File: config.mk
export PLATFORM = sky130hd
export DESIGN_NAME = discr_scaler_readout
export DESIGN_NICKNAME = d
export VERILOG_FILES = /design/src/rtl/discr_scaler_readout.sv
export SDC_FILE = /design/constraint.sdc
export NUM_CORES = 1
export LEC_CHECK = 0
export BUFFER_PORTS_ARGS = -buffer_cell sky130_fd_sc_hd__clkbuf_2
export CORE_UTILIZATION = 64
export CTS_BUF_LIST = sky130_fd_sc_hd__clkbuf_16
export CTS_CLUSTER_DIAMETER = 120
export DETAILED_ROUTE_END_ITERATION = 16
export PLACE_DENSITY_LB_ADDON = 0.08
export SLEW_MARGIN = 20
export SYNTH_ARGS = -nofsm -noshare
export SYNTH_HDL_FRONTEND = slang
export SYNTH_SLANG_ARGS = --single-unit
File: constraint.sdc
create_clock -name clk -period 5.05 [get_ports clk]
set_clock_uncertainty 0.2 [all_clocks]
set_input_delay 0.7575 -clock clk [delete_from_list [all_inputs] [get_ports clk]]
set_output_delay 0.7575 -clock clk [all_outputs]
set_load 0.1 [all_outputs]
File: src/rtl/discr_scaler_readout.sv
// Purpose: generic single-clock FIFO with a registered read port and drop reporting.
// Latency: a pushed word is visible one clock later; a popped word appears one clock after the pop.
// Backpressure: a push while full is refused (push_drop) unless a pop is accepted in the same cycle.
// Ports: push_vld/push_dat write side; pop_req/pop_dat/pop_vld read side; empty/full status.
module discr_scaler_fifo #(
  parameter int W     = 18,
  parameter int DEPTH = 4
) (
  input  logic         clk,
  input  logic         rst_n,
  input  logic         push_vld,
  input  logic [W-1:0] push_dat,
  input  logic         pop_req,
  output logic [W-1:0] pop_dat,
  output logic         pop_vld,
  output logic         empty,
  output logic         full,
  output logic         push_drop
);
  localparam int AW = $clog2(DEPTH);
  localparam int CW = $clog2(DEPTH + 1);

  logic [W-1:0]  mem [DEPTH];
  logic [AW-1:0] wptr;
  logic [AW-1:0] rptr;
  logic [CW-1:0] count;
  logic          pop_ok;
  logic          push_ok;

  assign empty     = (count == '0);
  assign full      = (count == CW'(DEPTH));
  assign pop_ok    = pop_req & ~empty;
  // A pop in the same cycle frees the slot, so a push into a full FIFO still lands.
  assign push_ok   = push_vld & (~full | pop_ok);
  assign push_drop = push_vld & full & ~pop_ok;

  // Storage needs no reset: the pointers and count define what is valid.
  always_ff @(posedge clk) begin
    if (push_ok) mem[wptr] <= push_dat;
  end

  always_ff @(posedge clk or negedge rst_n) begin
    if (!rst_n) begin
      wptr    <= '0;
      rptr    <= '0;
      count   <= '0;
      pop_dat <= '0;
      pop_vld <= 1'b0;
    end else begin
      pop_vld <= pop_ok;
      if (push_ok) wptr <= wptr + AW'(1);
      if (pop_ok) begin
        rptr    <= rptr + AW'(1);
        pop_dat <= mem[rptr];
      end
      case ({push_ok, pop_ok})
        2'b10:   count <= count + CW'(1);
        2'b01:   count <= count - CW'(1);
        default: count <= count;
      endcase
    end
  end
endmodule

// Purpose: sums the scaler's per-cycle edge counts per period and queues tagged records for readout.
// Latency: record visible one clock after update_in; rd_data/rd_valid one clock after an accepted rd_req.
// Backpressure: none upstream; records arriving at a full FIFO are dropped and counted in drop_cnt.
// Ports: valid/n_pedge_in/update_in from the scaler; rd_req/rd_data/rd_valid readout;
//        fifo_empty/fifo_full/drop_cnt status.
module discr_scaler_readout #(
  parameter int P_N_WIDTH   = 4,
  parameter int P_CNT_WIDTH = 16,
  parameter int P_DEPTH     = 4
) (
  input  logic                   clk,
  input  logic                   rst_n,
  input  logic                   valid,
  input  logic [P_N_WIDTH-1:0]   n_pedge_in,
  input  logic                   update_in,
  input  logic                   rd_req,
  output logic [P_CNT_WIDTH+9:0] rd_data,
  output logic                   rd_valid,
  output logic                   fifo_empty,
  output logic                   fifo_full,
  output logic [15:0]            drop_cnt
);
  typedef struct packed {
    logic [7:0]             seq;
    logic                   inv;
    logic                   sat;
    logic [P_CNT_WIDTH-1:0] count;
  } rec_t;

  logic [P_CNT_WIDTH-1:0] acc;
  logic [7:0]             seq;
  logic                   sat_r;
  logic                   inv_r;
  logic [P_N_WIDTH-1:0]   n_eff;
  logic [P_CNT_WIDTH:0]   sum;
  logic                   ovf;
  logic [P_CNT_WIDTH-1:0] acc_nxt;
  rec_t                   rec;
  logic                   push_drop;

  assign n_eff   = valid ? n_pedge_in : '0;
  // One extra bit on the sum exposes the carry used for saturation.
  assign sum     = {1'b0, acc} + {{(P_CNT_WIDTH + 1 - P_N_WIDTH){1'b0}}, n_eff};
  assign ovf     = sum[P_CNT_WIDTH];
  assign acc_nxt = ovf ? '1 : sum[P_CNT_WIDTH-1:0];

  // The closing cycle's count and flags belong to the period being closed.
  always_comb begin
    rec       = '0;
    rec.seq   = seq;
    rec.inv   = inv_r | ~valid;
    rec.sat   = sat_r | ovf;
    rec.count = acc_nxt;
  end

  always_ff @(posedge clk or negedge rst_n) begin
    if (!rst_n) begin
      acc      <= '0;
      seq      <= '0;
      sat_r    <= 1'b0;
      inv_r    <= 1'b0;
      drop_cnt <= '0;
    end else begin
      if (update_in) begin
        acc   <= '0;
        sat_r <= 1'b0;
        inv_r <= 1'b0;
        // Advances even on a dropped record so the reader can detect gaps.
        seq   <= seq + 8'd1;
      end else begin
        acc   <= acc_nxt;
        sat_r <= sat_r | ovf;
        inv_r <= inv_r | ~valid;
      end
      if (push_drop && drop_cnt != 16'hFFFF) drop_cnt <= drop_cnt + 16'd1;
    end
  end

  discr_scaler_fifo #(
    .W     ($bits(rec_t)),
    .DEPTH (P_DEPTH)
  ) u_fifo (
    .clk       (clk),
    .rst_n     (rst_n),
    .push_vld  (update_in),
    .push_dat  (rec),
    .pop_req   (rd_req),
    .pop_dat   (rd_data),
    .pop_vld   (rd_valid),
    .empty     (fifo_empty),
    .full      (fifo_full),
    .push_drop (push_drop)
  );
endmodule

# --- Word level (Yosys, flattened, before mapping) ---
# Memory sizes are Yosys's and may differ from the RTL's. A register that Yosys moved wholly into a read port is not among the register bits.
# Cells that the tools add are included.
# Widths: inputs -> output; s select.
word_totals:
  register_bits: 50
  latchBits: 0
  ram_bits: 104
  mem_bits_ro: 0
  in_bits: 9
  output_inout_bits: 45
  wordCells: 44
  n_memories: 1
mem_list:
  columns: ["memory", "words", "word_bits", "read_ports", "rd_clocked_by_memory_dff", "write_ports", "line_no", "text"]
  rows:
  - ["u_fifo.mem", 4, 26, 1, 1, 1, "23", "logic [W-1:0] mem [DEPTH];"]
op_classes:
  add_sub_neg: 7
  mul: 0
  div: 0
  order_cmp: 0
  eq_ne: 4
  shifts: 0
  muxes: 8
  bitwise_logic: 11
  reduce_logical: 4
ops:
  columns: ["op", "count"]
  rows:
  - ["$mux 16", 2]
  - ["$add 16x4->17", 1]
  - ["$add 16x1->16 const B", 1]
  - ["$ne 16x16->1 const B", 1]
  - ["$add 8x1->8 const B", 1]
  - ["$pmux 3 s2", 1]
  - ["$add 2x1->2 const B", 2]
  - ["$and 1x1->1", 4]
  - ["$mux 1", 4]
  - ["$mux 4", 1]
  - ["$not 1->1", 4]
  - ["$add 3x1->3 const B", 1]
  - ["$eq 3x3->1 const B", 1]
  - ["$logic_not 3->1", 1]
  - ["$or 1x1->1", 3]
  - ["$sub 3x1->3 const B", 1]
  - ["$eq 2x1->1 const B", 1]
  - ["$eq 2x2->1 const B", 1]
  - ["$reduce_bool 2->1", 1]
  - ["$logic_and 1x1->1", 1]
  - ["$logic_not 1->1", 1]

# --- Longest topological paths before layout ---
# Gate-level depths: netlist of the first run.
depth:
  depth_word: 7
  mapped_depth: 10
  mapped_depth_nobuf: 9

# --- Hierarchy ---
# From an unflattened synthesis of the first run, not the netlist that was laid out.
unflattened:
  hier_cells: 505
  hier_area_um2: 7432.1
modules_own_cells:
  columns: ["mod", "n_inst", "cells_each", "area_per_inst_um2", "seq_area_each_um2"]
  rows:
  - ["discr_scaler_fifo", 1, 285, 5213.8, 3973.8]
  - ["discr_scaler_readout", 1, 220, 2218.4, 1051.0]

# --- Worst setup path before layout of the first run ---
# No wires, ideal clock.
synth_path:
  path_kind: "register to register"
  startpoint: "register u_fifo.count[0]"
  endpoint: "register u_fifo.count[2]"
  t_arrival_ps: 3916
  required_ps: 4725
  path_slack_ps: 809
  stages_incl_launch_ff: 11
  cell_sequence: "dfrtp_1 -> nor3_1 -> nand2b_1 -> inv_2 -> buf_2 -> ha_1 -> inv_1 -> fa_1 -> xor2_1 -> nor2_1 -> xor2_1"
synth_via:
  elab_chain_len: 7
synth_rtl:
  columns: ["item", "line_no", "text"]
  rows:
  - ["from (decl)", "26", "logic [CW-1:0] count;"]
  - ["from (signal assigned)", "57", "2'b10: count <= count + CW'(1);"]
  - ["from (signal assigned)", "58", "2'b01: count <= count - CW'(1);"]
  - ["from (signal assigned)", "59", "default: count <= count;"]
  - ["$logic_not 3->1 *", "30", "assign empty = (count == '0);"]
  - ["named net fifo_empty", "83", "output logic fifo_empty,"]
  - ["$not 1->1 *", "32", "assign pop_ok = pop_req & ~empty;"]
  - ["$and 1x1->1 *", "32", null]
  - ["named net u_fifo.pop_ok", "27", "logic pop_ok;"]
  - ["$or 1x1->1", "34", "assign push_ok = push_vld & (~full | pop_ok);"]
  - ["$and 1x1->1", "34", null]
  - ["$eq 2x1->1 / $eq 2x2->1 (equally long branches)", "56", "case ({push_ok, pop_ok})"]
  - ["$pmux 3 s2 / $reduce_bool 2->1 (equally long branches)", null, null]
# The timed path passes the listed nets; every way through them passes the cells marked *.
# A chain may end at the register's enable or synchronous reset.

# --- Final worst setup path of the first run ---
layout_path:
  startpoint: "input port valid"
  endpoint: "memory u_fifo.mem[1][6] (netlist bit), data pin"
layout_via:
  elab_chain_len: 3
layout_rtl:
  columns: ["item", "line_no", "text"]
  rows:
  - ["from (decl)", "77", "input logic valid,"]
  - ["$mux 4", "105", "assign n_eff = valid ? n_pedge_in : '0;"]
  - ["$add 16x4->17", "107", "assign sum = {1'b0, acc} + {{(P_CNT_WIDTH + 1 - P_N_WIDTH){1'b0}}, n_eff};"]
  - ["$mux 16", "109", "assign acc_nxt = ovf ? '1 : sum[P_CNT_WIDTH-1:0];"]
  - ["named net acc_nxt[6]", "101", "logic [P_CNT_WIDTH-1:0] acc_nxt;"]
  - ["to (decl)", "23", null]
# The timed path passes the listed nets, and every way through them passes these cells.

==> flow_summary.yaml, run 1 <==
place:
  hpwl_um: 8123
  pre_cts_slack_ps: 1527
  dp.cells: 636
  place_area_um2: 7843
  portBuffers: 53
  place.gp.congestion: 0.8486
logic_synthesis:
  ys_ff_latch: 180
  synth-compound-area-share_pct: 3.337
  synth_top_family_by_area: "multiplexers"
  yosysWarnings: 0
  synth-xor-area-share_pct: 3.540
  ys.flop_type: "edfxtp_1"
  syn_area_per_cell_um2: 16.42
  synth_cells: 452
  yosys.area_share.simple_pct: 8.731
  synth_edf_count: 104
  ys_types: 52
  syn-cell-area_um2: 7423
  synth_nets: 474
  synth-async-reset-ratio_pct: 42.22
  yosys-mux-area-fraction_pct: 12.76
  yosysSeqAreaShare_pct: 67.69
  synth-adder-area-share_pct: 2.393
critical_path:
  worstPathRequired_ps: 5100
  path_max_fanout: 16
  cp-end-kind: "register"
  crit_slowest_cell: "a21oi_1"
  cp-start-kind: "input pin"
  path_common_cell: "nand2_1"
  worstSetupPathType: "in -> reg"
  cp-startpoint: "valid"
  r2r_start: "acc[0]"
  crit_arrival_ps: 3200
  crit_chain: "clkbuf_2 > and2_1 > ha_1 > fa_1 > nand3_1 > a21oi_1 > nand2_1 > nand2_1"
  crit_path_max_incr_delay_ps: 710
pwr:
  ir_drop_mv: 0.4782
  p_leak_nw: 3.352
  p_total_mw: 5.323
  cellPowerDensity_nw_per_um2: 633.0
floorplan:
  die_y_um: 109.7
  core_um2: 11080
  dieArea_um2: 12030
  rows: 38
  num_io_pins: 54
  die_w_um: 109.7
  start_util_pct: 67.01
sta:
  fin_crit_sh_pct: 62.24
  post-route-min-period_ps: 3143
  whs_ps: 253.5
  finalMaxSlewViolations: 0
  slew_headroom_pct: 34.03
  setup_ws_ps: 1907
  tns_ps: 0
  hold_violations: 0
  setup-violations-final: 0
  worst_pin_slew_ps: 989.6
  rsz0062_at_grt: "no"
  max_freq_mhz: 318.2
grt:
  grt.total_usage_pct: 24.66
  antenna_found_initial: 0
  grt_pass1_wl_um: 21000
  grt_max_degree: 77
  grt_pass1_vias: 4029
  grt_overflow_total: 0
detailed_routing:
  first_pass_iters: 5
  wl_per_cell_um: 19.90
  drt-vias-per-instance: 6.042
  drc: 0
  drtIter0Drc: 428
  vias: 4036
  ant_nets: 0
  finalWirelength_um: 13290
clock_network:
  clkTransAtPathRegs_ps: 70
  insertion_delay_ps: 430
  cts_resized: 0
  cts_buffers: 17
  postCtsHoldBufs: 0
  cts_root_buf: "clkbuf_16"
  postCtsSetupRepairBufs: 0
  h-tree-depth: 4
  cts.sinks: 180
  cts_tree: "built"
  clock_path_buffers: 2
run_status:
  status: "finished clean"
cells_and_area:
  area_growth_pct: 13.28
  final_cell_mix: "104 x edfxtp_1, 75 x dfrtp_1, 52 x clkbuf_2"
  drive_gt1_share_pct: 30.87
  layout_commonest_cell: "edfxtp_1"
  final_cell_area_um2: 8409
  nets: 537
  instances_no_fill: 668
  diodes: 0
  final_util_pct: 75.91
worst_hold_path:
  hp-class: "in -> async"
job:
  maxCapViolCount: 0
-- layout make-up --
type / count / area (um^2)
clock inverters: 15 / 141.4
inverters: 14 / 52.55
clock buffers: 17 / 425.4
multi-input cells: 244 / 2283
repair buffers: 58 / 305.3
fillers: 647 / 2669
flip-flops and latches: 180 / 5026
well taps: 140 / 175.2
-- final timing paths --
| path | cells past startpoint | endpoint | slack (ps) |
|---|---|---|---|
| worst max-delay path | 8 | u_fifo.mem[1][6] | 1910 |
| worst min-delay path | 1 | u_fifo.pop_dat[3] | 250 |
| worst max register to register | 6 | u_fifo.mem[1][6] | 2120 |
| worst min register to register | 1 | drop_cnt[15] | 300 |
| max in group asynchronous | 1 | u_fifo.rptr[0] | 3690 |
| min in group clk | 1 | drop_cnt[15] | 300 |
-- worst max-delay path: cells and delay by family --
kind / cells / cell delay [ps]
simple gates: 4 / 1190
compound gates: 1 / 710
fa+ha+maj: 2 / 420
buf+inv: 1 / 110
-- cells by family (layout without fill, tap and decap cells) --
family	Yosys count	in the layout
DFF	180	180
and+or+nand+nor	103	103
muxes	58	58
AOI/OAI and AO/OA	40	40
xor gates and xnor gates	30	30
buffers and inverters	28	104
adders and majority gates	13	13
-- state kept, by name, summed over array words and instances, names as in the netlist --
name / cells
inv_r: 1
drop_cnt: 16
seq: 8
u_fifo.mem: 104
u_fifo.count: 3
acc: 16
u_fifo.rptr: 2
u_fifo.wptr: 2
u_fifo.pop_dat: 26
sat_r: 1
u_fifo.pop_vld: 1
-- layer usage --
layer / global-route usage, % / vias to the layer above / share of wire [%]
met3: 5.335 / 16 / 5.1
li1: - / 1848 / -
met5: 0 / - / 0
met1: 33.80 / 2046 / 44
met4: 9.333 / 0 / 1.5
met2: 39.26 / 126 / 50
-- synth_stat cells, types with 3 or more instances --
master	n	area [um^2]
nand3_1	10	50.05
clkbuf_1	5	18.77
a21oi_1	14	70.07
nor2b_1	6	37.54
nand4_1	6	37.54
o21ai_0	5	25.02
nor3_1	9	45.04
buf_2	8	40.04
nand2_1	22	82.58
and2_1	8	50.05
inv_1	13	48.80
and3_1	4	25.02
a31oi_1	8	50.05
mux2_2	29	326.6
dfrtp_1	76	1902
ha_1	11	137.6
nor2_1	11	41.29
xnor2_1	13	113.9
mux4_2	26	585.6
or3_1	4	25.02
a211oi_1	4	30.03
xor2_1	17	148.9
o31ai_1	3	22.52
edfxtp_1	104	3123
-- power breakdown --
part / switching (mW) / internal (mW)
Sequential: 0.249 / 1.98
Clock: 0.581 / 0.650
Combinational: 1.32 / 0.538
Power figures use the tool's default switching activity.
==> run 2, diff against run 1 <==
--- a/config.mk
+++ b/config.mk
@@ -6,7 +6,7 @@
 export NUM_CORES = 1
 export LEC_CHECK = 0
 export BUFFER_PORTS_ARGS = -buffer_cell sky130_fd_sc_hd__clkbuf_2
-export CORE_UTILIZATION = 64
+export CORE_UTILIZATION = 60
 export CTS_BUF_LIST = sky130_fd_sc_hd__clkbuf_16
 export CTS_CLUSTER_DIAMETER = 120
 export DETAILED_ROUTE_END_ITERATION = 16
==> constraint.sdc (replaced) <==
create_clock -name clk -period 3 [get_ports clk]
set_clock_uncertainty 0.2 [all_clocks]
set_input_delay 0.45 -clock clk [delete_from_list [all_inputs] [get_ports clk]]
set_output_delay 0.45 -clock clk [all_outputs]
set_load 0.1 [all_outputs]
==> run 2 against run 1 <==
Design area is essentially flat. Combinational power grew 77%. Highest routed layer unchanged. Critical path depth down 2.
==> flow_summary.yaml, run 2 (synthesis results as in run 1) <==
detailed_routing:
  drtIter0Drc: 320
  drt-vias-per-instance: 5.928
  first_pass_iters: 5
  finalWirelength_um: 13100
  wl_per_cell_um: 19.21
  ant_nets: 0
  vias: 4043
  drc: 0
sta:
  fin_crit_sh_pct: 85.91
  whs_ps: 171.3
  hold_violations: 0
  worst_pin_slew_ps: 848.8
  rsz0062_at_grt: "no"
  tns_ps: 0
  post-route-min-period_ps: 2577
  slew_headroom_pct: 43.41
  max_freq_mhz: 388.0
  finalMaxSlewViolations: 0
  setup-violations-final: 0
cells_and_area:
  area_growth_pct: 13.32
  final_util_pct: 70.03
  final_cell_area_um2: 8412
  instances_no_fill: 682
  largest_register_ffs: 104
  final_cell_mix: "104 x edfxtp_1, 76 x dfrtp_1, 52 x clkbuf_2"
  nets: 544
  reg_top3: "u_fifo.mem: 104 flops, u_fifo.pop_dat: 26 flops"
  diodes: 0
  layout_commonest_cell: "edfxtp_1"
  drive_gt1_share_pct: 29.91
  top_register: "u_fifo.mem"
grt:
  grt_pass1_vias: 4036
  use_met1_pct: 32.32
  antenna_found_initial: 0
  use_met3_pct: 5.678
  grt.total_usage_pct: 23.14
  grt_pass1_wl_um: 21720
  grt_util_met2_pct: 36.28
  busiest_layer: "met2"
  grt_max_degree: 77
  grt_overflow_total: 0
critical_path:
  worstSetupPathType: "reg -> reg"
  crit_arrival_ps: 2600
  cp-start-kind: "register"
  cp-end-kind: "register"
  worstPathRequired_ps: 3020
  path_max_fanout: 11
clock_network:
  cts_tree: "built"
  cts.sinks: 180
  postCtsSetupRepairBufs: 0
  cts_resized: 0
  h-tree-depth: 4
  cts_root_buf: "clkbuf_16"
  clock_path_buffers: 2
  postCtsHoldBufs: 0
  cts_buffers: 17
  clkTransAtPathRegs_ps: 60
  insertion_delay_ps: 420
place:
  hpwl_um: 8446
  portBuffers: 53
  dp.cells: 649
  place_area_um2: 7906
  place.gp.congestion: 0.9004
pwr:
  p_sw_mw: 3.509
  switching_share_pct: 39.85
  pwr-share-seq_pct: 41.6
  ir_drop_mv: 0.7231
  p_int_mw: 5.296
  cellPowerDensity_nw_per_um2: 1047
  p_leak_nw: 3.389
  comb_power_share_pct: 37.3
  p_clk_share_pct: 21.1
floorplan:
  num_io_pins: 54
  core_um2: 12010
  die_w_um: 113.2
  die_y_um: 113.2
  start_util_pct: 61.80
  dieArea_um2: 12820
  rows: 40
worst_hold_path:
  hp-class: "in -> reg"
job:
  maxCapViolCount: 0
run_status:
  status: "finished clean"
==> run 2: path summary, 6_finish.rpt <==
kind                                     from            endpoint  slack [ps]  cells after the start
setup / recovery                       acc[0]   u_fifo.mem[1][14]         420                      6
min in group asynchronous               rst_n   u_fifo.pop_dat[6]         440                      2
max in group asynchronous               rst_n         drop_cnt[6]        1660                      2
hold / removal                         rd_req      u_fifo.rptr[0]         170                      3
hold reg to reg            u_fifo.pop_dat[21]  u_fifo.pop_dat[21]         300                      1
setup reg to reg                       acc[0]   u_fifo.mem[1][14]         420                      6
==> run 2: final cells by class <==
cell class	instances	area, um^2
multi-input cells	244	2295
fillers	803	3600
repair buffers	65	364.1
flip-flops and latches	180	5025
inverters	14	52.55
well taps	147	183.9
clock inverters	15	66.31
clock buffers	17	425.4
==> run 2: per-layer routing <==
layer	vias up	share of wire (%)
li1	1857	-
met1	2061	45
met2	112	49
met3	13	5.4
met4	0	1.4
met5	-	0
==> run 2: through the flow <==
stage	power (mW)	setup slack, ps
floorplan	6.339	120.2
global placement	6.950	169.0
detailed placement	7.040	88.57
CTS	8.896	453.5
global route	9.200	141.7
finish	8.805	422.8
==> run 2: critical path: stages (launching register included) <==
cell and delay, ps:
dfrtp_1 330, ha_1 200, fa_1 240, nand3_1 200
a21oi_1 720, a21oi_1 190, a31oi_1 290
==> run 2: power groups by stage <==
stage	clock, mW	combinational (mW)	sequential, mW
after floorplan	0	1.32	5.02
after global placement	0	3.29	3.66
after detailed placement	0	3.33	3.71
after CTS	1.90	3.33	3.67
after global routing	2.00	3.48	3.73
final	1.86	3.29	3.66
